### config.mk
export PLATFORM = sky130hd
export DESIGN_NAME = mpu_frame_assembler_flat
export DESIGN_NICKNAME = d
export VERILOG_FILES = /design/src/rtl/mpu_frame_assembler_if.sv /design/src/rtl/mpu_frame_assembler.sv /design/src/flat_wrapper.sv
export SDC_FILE = /design/constraint.sdc
export NUM_CORES = 1
export LEC_CHECK = 0
export BUFFER_PORTS_ARGS = -buffer_cell sky130_fd_sc_hd__buf_2
export CAP_MARGIN = 20
export CORE_MARGIN = 3
export CORE_UTILIZATION = 60
export CTS_CLUSTER_SIZE = 20
export DETAILED_ROUTE_END_ITERATION = 16
export GPL_ROUTABILITY_DRIVEN = 0
export PLACE_DENSITY = 0.84
export SLEW_MARGIN = 20
export SYNTH_ARGS = -nofsm -noshare
export SYNTH_HDL_FRONTEND = slang
export SYNTH_SLANG_ARGS = --single-unit
### constraint.sdc
create_clock -name clk -period 10.6 [get_ports clk]
set_clock_uncertainty 0.1 [all_clocks]
set_input_delay 2.12 -clock clk [delete_from_list [all_inputs] [get_ports clk]]
set_output_delay 2.12 -clock clk [all_outputs]
set_load 0.02 [all_outputs]
### src/rtl/mpu_frame_assembler_if.sv
// Byte-stream link between the I2C read sequencer and the frame assembler.
//
// Signals:
//   frame_start  pulse: a new burst read of the sensor registers begins
//   byte_valid   pulse: byte_data carries the next received byte
//   byte_data    received byte
//
// Modports:
//   master  driven by the read sequencer (byte source)
//   slave   consumed by mpu_frame_assembler
interface mpu_frame_assembler_if;
  logic       frame_start;
  logic       byte_valid;
  logic [7:0] byte_data;

  modport master (output frame_start, output byte_valid, output byte_data);
  modport slave  (input  frame_start, input  byte_valid, input  byte_data);
endinterface

### src/rtl/mpu_frame_assembler.sv
// MPU-6050 frame assembler.
//
// Collects the 14-byte burst read of registers 0x3B..0x48 into seven signed
// 16-bit words (high byte first), publishes each complete frame with a
// one-cycle sample_valid pulse, and drives an 8-LED thermometer bar from the
// magnitude of a selectable word.
//
// Ports:
//   clk           system clock
//   reset         synchronous, active-high reset
//   stream        byte stream from the read sequencer (slave modport)
//   axis_sel      display source: 0=ax 1=ay 2=az 3=temp 4=gx 5=gy 6=gz 7=az
//   accl_x/y/z    latest published accelerometer words
//   temp          latest published temperature word
//   gyro_x/y/z    latest published gyroscope words
//   sample_valid  one-cycle pulse while a freshly published frame is shown
//   frame_error   one-cycle pulse after a frame was restarted mid-way
//   display       thermometer bar of |selected word|
//
// Optional feature:
//   MPU_FRAME_IIR_EN  when defined, each published word is smoothed with
//                     y <= y + ((x - y) >>> AVG_SHIFT); the first frame after
//                     reset loads the raw value.
module mpu_frame_assembler #(
  parameter int FRAME_BYTES = 14
`ifdef MPU_FRAME_IIR_EN
  ,
  parameter int AVG_SHIFT = 2
`endif
) (
  input  logic                  clk,
  input  logic                  reset,
  mpu_frame_assembler_if.slave  stream,
  input  logic [2:0]            axis_sel,
  output logic [15:0]           accl_x,
  output logic [15:0]           accl_y,
  output logic [15:0]           accl_z,
  output logic [15:0]           temp,
  output logic [15:0]           gyro_x,
  output logic [15:0]           gyro_y,
  output logic [15:0]           gyro_z,
  output logic                  sample_valid,
  output logic                  frame_error,
  output logic [7:0]            display
);

  localparam int         WORDS      = FRAME_BYTES / 2;
  localparam logic [3:0] LAST_INDEX = 4'(FRAME_BYTES - 1);

  typedef enum logic {COLLECT, PUBLISH} state_t;

  state_t      state;
  state_t      state_next;
  logic [3:0]  byte_count;
  logic [3:0]  count_next;
  logic [3:0]  write_index;
  logic        restart;
  logic        last_byte;

  logic [15:0] stage      [WORDS];
  logic [15:0] frame_word [WORDS];
  logic [15:0] word_q     [WORDS];

  logic [2:0]  axis_q;
  logic [15:0] selected;
  logic [16:0] mag_wide;
  logic [15:0] mag;
  logic [7:0]  bar;

  // Complete frame as it stands at the moment the last byte arrives: the
  // final low byte bypasses staging so the outputs can load on that same edge.
  always_comb begin
    for (int i = 0; i < WORDS; i++) begin
      frame_word[i] = stage[i];
    end
    frame_word[WORDS-1][7:0] = stream.byte_data;
  end

  // Next-state logic. A restart clears the count before the same-cycle byte
  // is placed, so that byte lands in slot 0. PUBLISH always lasts one cycle
  // and still accepts a byte (byte_count is already 0 there).
  always_comb begin
    state_next   = state;
    count_next   = byte_count;
    write_index  = byte_count;
    restart      = 1'b0;
    last_byte    = 1'b0;
    sample_valid = 1'b0;

    if (state == PUBLISH) begin
      sample_valid = 1'b1;
      state_next   = COLLECT;
    end else if (stream.frame_start && (byte_count != 4'd0)) begin
      restart     = 1'b1;
      write_index = 4'd0;
      count_next  = 4'd0;
    end

    if (stream.byte_valid) begin
      if (write_index == LAST_INDEX) begin
        last_byte  = 1'b1;
        count_next = 4'd0;
        state_next = PUBLISH;
      end else begin
        count_next = write_index + 4'd1;
      end
    end
  end

  // State, byte counter and the registered restart error pulse.
  always_ff @(posedge clk) begin
    if (reset) begin
      state       <= COLLECT;
      byte_count  <= 4'd0;
      frame_error <= 1'b0;
    end else begin
      state       <= state_next;
      byte_count  <= count_next;
      frame_error <= restart;
    end
  end

  // Staging buffer: even index is the high byte, odd index the low byte.
  // It needs no reset because every slot is rewritten before a publish.
  always_ff @(posedge clk) begin
    if (stream.byte_valid) begin
      if (write_index[0]) begin
        stage[write_index[3:1]][7:0] <= stream.byte_data;
      end else begin
        stage[write_index[3:1]][15:8] <= stream.byte_data;
      end
    end
  end

`ifdef MPU_FRAME_IIR_EN
  logic               primed;
  logic signed [16:0] diff     [WORDS];
  logic        [15:0] filtered [WORDS];

  // 17-bit difference so x - y cannot overflow before the arithmetic shift.
  always_comb begin
    for (int i = 0; i < WORDS; i++) begin
      diff[i]     = $signed({frame_word[i][15], frame_word[i]}) -
                    $signed({word_q[i][15], word_q[i]});
      filtered[i] = 16'(word_q[i] + 16'(diff[i] >>> AVG_SHIFT));
    end
  end

  // Filter state doubles as the published word registers.
  always_ff @(posedge clk) begin
    if (reset) begin
      primed <= 1'b0;
      for (int i = 0; i < WORDS; i++) begin
        word_q[i] <= 16'h0000;
      end
    end else if (last_byte) begin
      primed <= 1'b1;
      for (int i = 0; i < WORDS; i++) begin
        word_q[i] <= primed ? filtered[i] : frame_word[i];
      end
    end
  end
`else
  // Published word registers load raw words on the last-byte edge.
  always_ff @(posedge clk) begin
    if (reset) begin
      for (int i = 0; i < WORDS; i++) begin
        word_q[i] <= 16'h0000;
      end
    end else if (last_byte) begin
      for (int i = 0; i < WORDS; i++) begin
        word_q[i] <= frame_word[i];
      end
    end
  end
`endif

  assign accl_x = word_q[0];
  assign accl_y = word_q[1];
  assign accl_z = word_q[2];
  assign temp   = word_q[3];
  assign gyro_x = word_q[4];
  assign gyro_y = word_q[5];
  assign gyro_z = word_q[6];

  // Magnitude of the selected word. 0x8000 negates to 0x08000 in 17 bits,
  // which the saturation clamps to 0x7FFF. Bar segment k lights once the
  // magnitude reaches k * 0x1000; segment 0 is always lit.
  always_comb begin
    case (axis_sel)
      3'd0:    selected = word_q[0];
      3'd1:    selected = word_q[1];
      3'd3:    selected = word_q[3];
      3'd4:    selected = word_q[4];
      3'd5:    selected = word_q[5];
      3'd6:    selected = word_q[6];
      default: selected = word_q[2];
    endcase
    mag_wide = selected[15] ? (17'd0 - {selected[15], selected})
                            : {selected[15], selected};
    mag = (|mag_wide[16:15]) ? 16'h7FFF : mag_wide[15:0];
    bar = 8'h01;
    for (int k = 1; k < 8; k++) begin
      bar[k] = (mag >= 16'(k << 12));
    end
  end

  // The bar refreshes only after a publish or after axis_sel moves, so it
  // stays dark from reset until one of those happens.
  always_ff @(posedge clk) begin
    if (reset) begin
      display <= 8'h00;
      axis_q  <= axis_sel;
    end else begin
      axis_q <= axis_sel;
      if ((state == PUBLISH) || (axis_sel != axis_q)) begin
        display <= bar;
      end
    end
  end

endmodule
### src/flat_wrapper.sv
// flat-port wrapper written by rule: the top's interface ports become plain ports
module mpu_frame_assembler_flat 
#(
  parameter int FRAME_BYTES = 14

)
  (clk, reset, axis_sel, accl_x, accl_y, accl_z, temp, gyro_x, gyro_y, gyro_z, sample_valid, frame_error, display, stream_frame_start, stream_byte_valid, stream_byte_data);
  mpu_frame_assembler_if stream_i ();
  input  logic clk;
  input  logic reset;
  input  logic [2:0] axis_sel;
  output logic [15:0] accl_x;
  output logic [15:0] accl_y;
  output logic [15:0] accl_z;
  output logic [15:0] temp;
  output logic [15:0] gyro_x;
  output logic [15:0] gyro_y;
  output logic [15:0] gyro_z;
  output logic sample_valid;
  output logic frame_error;
  output logic [7:0] display;
  input wire logic [$bits(stream_i.frame_start)-1:0] stream_frame_start;
  input wire logic [$bits(stream_i.byte_valid)-1:0] stream_byte_valid;
  input wire logic [$bits(stream_i.byte_data)-1:0] stream_byte_data;
  assign stream_i.frame_start = stream_frame_start;
  assign stream_i.byte_valid = stream_byte_valid;
  assign stream_i.byte_data = stream_byte_data;
  mpu_frame_assembler #(.FRAME_BYTES(FRAME_BYTES)) u_core (.clk(clk), .reset(reset), .stream(stream_i), .axis_sel(axis_sel), .accl_x(accl_x), .accl_y(accl_y), .accl_z(accl_z), .temp(temp), .gyro_x(gyro_x), .gyro_y(gyro_y), .gyro_z(gyro_z), .sample_valid(sample_valid), .frame_error(frame_error), .display(display));
endmodule
# Yosys cells after proc, flatten, opt, wreduce, memory -nomap -nowiden

Memory sizes are Yosys's and may differ from the RTL's.
Cells that the tools add are included.

Register bits after elaboration: 17
Bits in writable memories: 224
Bits of input ports: 15
Output and inout bits: 122
Memories kept: 2

Memory list:

| name          | words | width | read ports | clocked after memory_dff | wr ports | line                      | RTL |
|---|---|---|---|---|---|---|---|
| u_core.stage  | 7     | 16    | 7          | 0                        | 1        | mpu_frame_assembler.sv:60 | `logic [15:0] stage [WORDS];` |
| u_core.word_q | 7     | 16    | 7          | 0                        | 7        | mpu_frame_assembler.sv:62 | `logic [15:0] word_q [WORDS];` |

Add/sub/neg operators: 2
$lt $le $gt $ge: 7
Equal/unequal tests: 7
Multiplexer cells: 29
Bitwise gates (word level): 7
Reductions and logical operators: 6

Operators by type and width:

| kind                                                                 | count |
|---|---|
| two-way mux 16 bit                                                   | 8 |
| case mux 16 bit (6 select lines)                                     | 1 |
| greater-or-equal comparator 16 x 15 -> 1 bit (second input constant) | 4 |
| greater-or-equal comparator 16 x 14 -> 1 bit (second input constant) | 2 |
| two-way mux 17 bit                                                   | 1 |
| subtractor 1 x 16 -> 17 bit (first input constant)                   | 1 |
| greater-or-equal comparator 16 x 13 -> 1 bit (second input constant) | 1 |
| two-way mux 4 bit                                                    | 4 |
| two-way mux 1 bit                                                    | 15 |
| == test 3 bit (second input constant)                                | 3 |
| OR 1 bit                                                             | 7 |
| adder 4 x 1 -> 4 bit (second input constant)                         | 1 |
| == test 4 bit (second input constant)                                | 1 |
| nonzero test 4 bit                                                   | 1 |
| OR reduction 2 bit                                                   | 2 |
| == test 3 x 1 -> 1 bit (second input constant)                       | 1 |
| == test 3 x 2 -> 1 bit (second input constant)                       | 1 |
| zero test 3 bit                                                      | 1 |
| inequality test 3 bit                                                | 1 |
| logical AND 1 bit                                                    | 1 |
| logical OR 1 bit                                                     | 1 |

# Depth between registers and ports, before layout

Depth in word-level cells: 11
Mapped depth: 13

# Worst setup path after synthesis

OpenSTA, ideal clock, no wires.

Kind: input to register
From: input port reset
To: memory u_core.word_q[0][0] (enable)
Library setup time: 0.490 ns
Arrival: 5.418 ns
Required time: 10.010 ns
Setup slack: 4.592 ns
Stages: 3
Buffers on the path: 2
Path through: clkbuf_1 clkbuf_1 nand2b_1

RTL lines:

| item        | line                      | RTL |
|---|---|---|
| from (decl) | flat_wrapper.sv:10        | `input logic reset;` |
| to (decl)   | mpu_frame_assembler.sv:62 |  |

# Worst setup path after layout

From: input port axis_sel[0]
To: register u_core.display[7]

Cells in the longest elaborated chain, start to end: 7
Elaborated cells on any way between the ends: 14

RTL lines:

| item                                         | line                       | RTL |
|---|---|---|
| from (decl)                                  | flat_wrapper.sv:11         | `input logic [2:0] axis_sel;` |
| == test 3 bit (tied with other cells)        | mpu_frame_assembler.sv:190 | `case (axis_sel)` |
| case mux 16 bit (6 select lines)             | mpu_frame_assembler.sv:190 |  |
| subtractor 1 x 16 -> 17 bit                  | mpu_frame_assembler.sv:199 | `mag_wide = selected[15] ? (17'd0 - {selected[15], selected})` |
| two-way mux 17 bit                           | mpu_frame_assembler.sv:199 |  |
| OR reduction 2 bit                           | mpu_frame_assembler.sv:201 | `mag = (\|mag_wide[16:15]) ? 16'h7FFF : mag_wide[15:0];` |
| two-way mux 16 bit                           | mpu_frame_assembler.sv:201 |  |
| greater-or-equal comparator 16 x 15 -> 1 bit | mpu_frame_assembler.sv:204 | `bar[k] = (mag >= 16'(k << 12));` |
| to (signal assigned)                         | mpu_frame_assembler.sv:217 | `display <= bar;` |
| to (decl)                                    | mpu_frame_assembler.sv:44  | `output logic [7:0] display` |

Several ways; a longest one is shown, not always the timed one.
A chain may end at the register's enable or synchronous reset.

==> key figures <==
Status
  – Status: finished, final reports clean

Worst setup path
  – Cell Chain, Critical Path: buf_2 -> buf_4 -> mux2_2 -> a221oi_1 -> o22a_1 -> ha_1 -> nor4b_1 -> nand4_1 -> o31ai_2 -> a22oi_1 -> or3b_4 -> a22oi_2
  – CP required: 10.91 ns
  – CP delay by family, top: compound AO/OA/AOI/OAI gates
  – CP max stage cell: buf_4
  – Critical Path AT: approximately 5.5 ns
  – CP startpoint kind: input port
  – CP endpoint kind: register
  – RR Endpoint: u_core.display[7]$_SDFFE_PP0P_
  – R2R setup slack: 7.24 ns
  – Crit path largest cell delay: 0.46 ns
  – FF-to-FF path depth: 10
  – Critical path fanouts, max: 51
  – Reg2reg start: u_core.word_q[2][1]$_SDFFCE_PN0P_
  – Crit path kind: in -> reg
  – Worst path bufs/invs: 2

Run
  – Max Cap Viol: 0

Timing
  – Setup violators final: 0
  – Fin crit period: 5.21 ns
  – Setup ws final: 5.39 ns
  – Worst Tran Pin Value: 1.15 ns
  – Final hold vios: 0
  – Max Transition Viols Final: 0
  – TNS Setup: 0 ns
  – Max_slew headroom: 0.229
  – Final period utilization: 0.492
  – Fmax: between 0.15 and 0.2 GHz
  – RSZ-0062 raised after global routing: false

Yosys
  – Top cells by count, synth: edfxtp_1, and2_1, nor2_1, nand2_1, nor2b_1
  – Mapped Nets: roughly 630
  – FF+latch count, synth: 233
  – YS warnings: 0
  – Synth area leaders: edfxtp_1, and2_1, dfxtp_1
  – Synth Flop Type: edfxtp_1
  – Synth cell types: around 70
  – Leading area contributor after synthesis: edfxtp_1
  – Synth top area share: 0.694
  – Sequential-to-total area share from yosys stat: 0.731
  – Count leader, synth: edfxtp_1
  – Synthesized area: 9340 um^2
  – Mapped Cells: 618
  – Fraction of synthesis flops using an asynchronous set or reset pin: 0
  – Number of synthesized flops with an enable pin: 216
  – Syn avg cell area: 15.1 um^2

Routing
  – Post-route ant nets: 0
  – Total Wirelength: 22700 um
  – DR WL/cell: approximately 24 um
  – First-pass DRT Iterations: 7
  – Remaining DRCs: 0
  – Via/cell ratio: 6.22
  – Vias: 5919
  – Initial DRC Count: 710

Pwr
  – Pleak: 4.14 nW
  – PD cells: 183 nW/um^2
  – Power Total: between 0.0015 and 0.002 W
  – Peak VDD IR: 0.107 mV

Placed design
  – Pre-CTS setup slack: 5.03 ns
  – IO Port Bufs: 136
  – Final HPWL DP: 15100 um
  – Placed insts: 910
  – Placed cell area: 10100 um^2

Worst hold path
  – HP Start: u_core.display[5]$_SDFFE_PP0P_
  – Hold crit path type: reg -> reg
  – WHS Endpoint: u_core.display[5]$_SDFFE_PP0P_
  – Hold path cells: 2

Floorplanning
  – Die H: between 100 and 150 um
  – Die area: 17100 um^2
  – Site Rows: 44
  – Die W: 131 um
  – IO Pins: 137
  – Initial core utilization: 0.629
  – Core area: 14900 um^2

Layout
  – P&R area growth vs syn: 16.5%
  – Final instance area: 10900 um^2
  – Layout cells sized above 1: 0.267
  – Nets: 767
  – Final Non-Filler Cells: approximately 950
  – # diodes: 0

Clocking
  – Post-CTS resize count: 0
  – Root Buffer: clkbuf_16
  – H-Tree Depth: 1
  – CTS buffer count: 23
  – Worst-Skew Late Latency: roughly 0.51 ns
  – Hold buffers post-CTS: 0
  – # Post-CTS Setup Buffers: 0
  – CTS tree: yes
  – Clock sink count: 233
  – Clock-pin slew on the worst setup and hold paths: approximately 0.06 ns
  – CTS max path bufs: 3

GRT
  – Overall routing resource usage: 0.267
  – Vias in the first global route: roughly 5.7k
  – Largest net degree at the start of global routing: between 60 and 70
  – Initial antenna violation count: 0
  – Total gr overflow: 0
  – First-pass GRT wire length: 33200 um
-- how the worst max path moves through the flow --
stage | start | endpoint | slack (ns) | cells past startpoint
3_3_place_gp | axis_sel[0] | u_core.display[7]$_SDFFE_PP0P_ | 5.22 | 12
3_5_place_dp | axis_sel[0] | u_core.display[7]$_SDFFE_PP0P_ | 5.03 | 12
4_1_cts | axis_sel[0] | u_core.display[7]$_SDFFE_PP0P_ | 5.54 | 12
5_1_grt | axis_sel[0] | u_core.display[7]$_SDFFE_PP0P_ | 5.19 | 12
2_1_floorplan | reset | u_core.word_q[0][0]$_SDFFCE_PN0P_ | 4.59 | 3
6_report | axis_sel[0] | u_core.display[7]$_SDFFE_PP0P_ | 5.39 | 12
-- cells in the final DEF (no fill, tap or decap), types with 3 or more instances in the layout --
cell / netlist / layout
dfxtp_1: 17 / 17
buf_4: 4 / 5
and3_1: 4 / 4
a221oi_1: 3 / 3
o21ai_1: 3 / 3
buf_2: 8 / 136
mux2_2: 5 / 5
nor2b_1: 21 / 21
clkinv_2: 0 / 7
nor3_1: 17 / 15
o21ai_0: 13 / 13
nand3_1: 6 / 6
inv_1: 6 / 6
clkinv_1: 0 / 3
edfxtp_1: 216 / 216
mux2i_1: 14 / 14
xor2_1: 6 / 6
nand2_1: 21 / 21
nor2_1: 36 / 35
o22ai_1: 7 / 7
clkbuf_16: 0 / 23
a211oi_1: 9 / 9
and2_1: 98 / 98
bufinv_16: 0 / 3
a21oi_1: 12 / 12
nand2b_1: 10 / 9
mux4_2: 6 / 6
-- power breakdown --
| group | leakage [nW] | switching [W] | internal (W) | total (W) |
|---|---|---|---|---|
| logic | 1.54 | 0.000101 | 0.0000445 | 0.000145 |
| clock network | 0.365 | 0.000334 | 0.000471 | 0.000805 |
| registers | 2.23 | 0.0000164 | 0.00103 | 0.00104 |
-- state kept, by name, summed over array words and instances, names as in the netlist --
name	cells
u_core.state	1
u_core.display	8
u_core.stage	104
u_core.axis_q	3
u_core.frame_error	1
u_core.word_q	112
u_core.byte_count	4
-- final cells by class --
| type | count | area, um^2 |
|---|---|---|
| clock buffer | 25 | 583 |
| tap | 184 | 230 |
| sequential | 233 | 6830 |
| clock inverter | 16 | 160 |
| inverter | 8 | 30.0 |
| timing repair buffer | 141 | 718 |
| fill | 881 | 3980 |
| multi-input combinational | 344 | 2340 |
-- cells by family after synthesis --
| family | after synthesis | synth area share |
|---|---|---|
| AND/OR/NAND/NOR | 237 | 0.146 |
| flip-flops | 233 | 0.731 |
| AO/OA/AOI/OAI | 71 | 0.0540 |
| buffers and inverters | 41 | 0.0216 |
| multiplexers | 28 | 0.0403 |
| XOR/XNOR | 7 | 0.00656 |
| adder cells (fa/ha/maj) | 1 | 0.00134 |
-- through the flow --
stage	util	hold WS, ns
2_1_floorplan	-	0.397
3_5_place_dp	0.682	0.345
4_1_cts	0.732	0.353
3_3_place_gp	0.682	0.348
6_report	0.733	0.356
5_1_grt	0.733	0.398
-- layer usage --
layer	global-route usage	vias up	wire, um
met5	0	-	0
met4	0.122	0	994
met3	0.0435	90	1910
met2	0.443	366	11500
met1	0.350	2903	8350
li1	-	2560	-
-- worst reg2reg max path, stage by stage, from the launching register on --
cell,delay [ns]
edfxtp_1,0.45
mux2_2,0.29
a221oi_1,0.35
o22a_1,0.23
ha_1,0.15
nor4b_1,0.37
nand4_1,0.20
o31ai_2,0.31
a22oi_1,0.20
or3b_4,0.42
a22oi_2,0.21
Power figures use the tool's default switching activity.
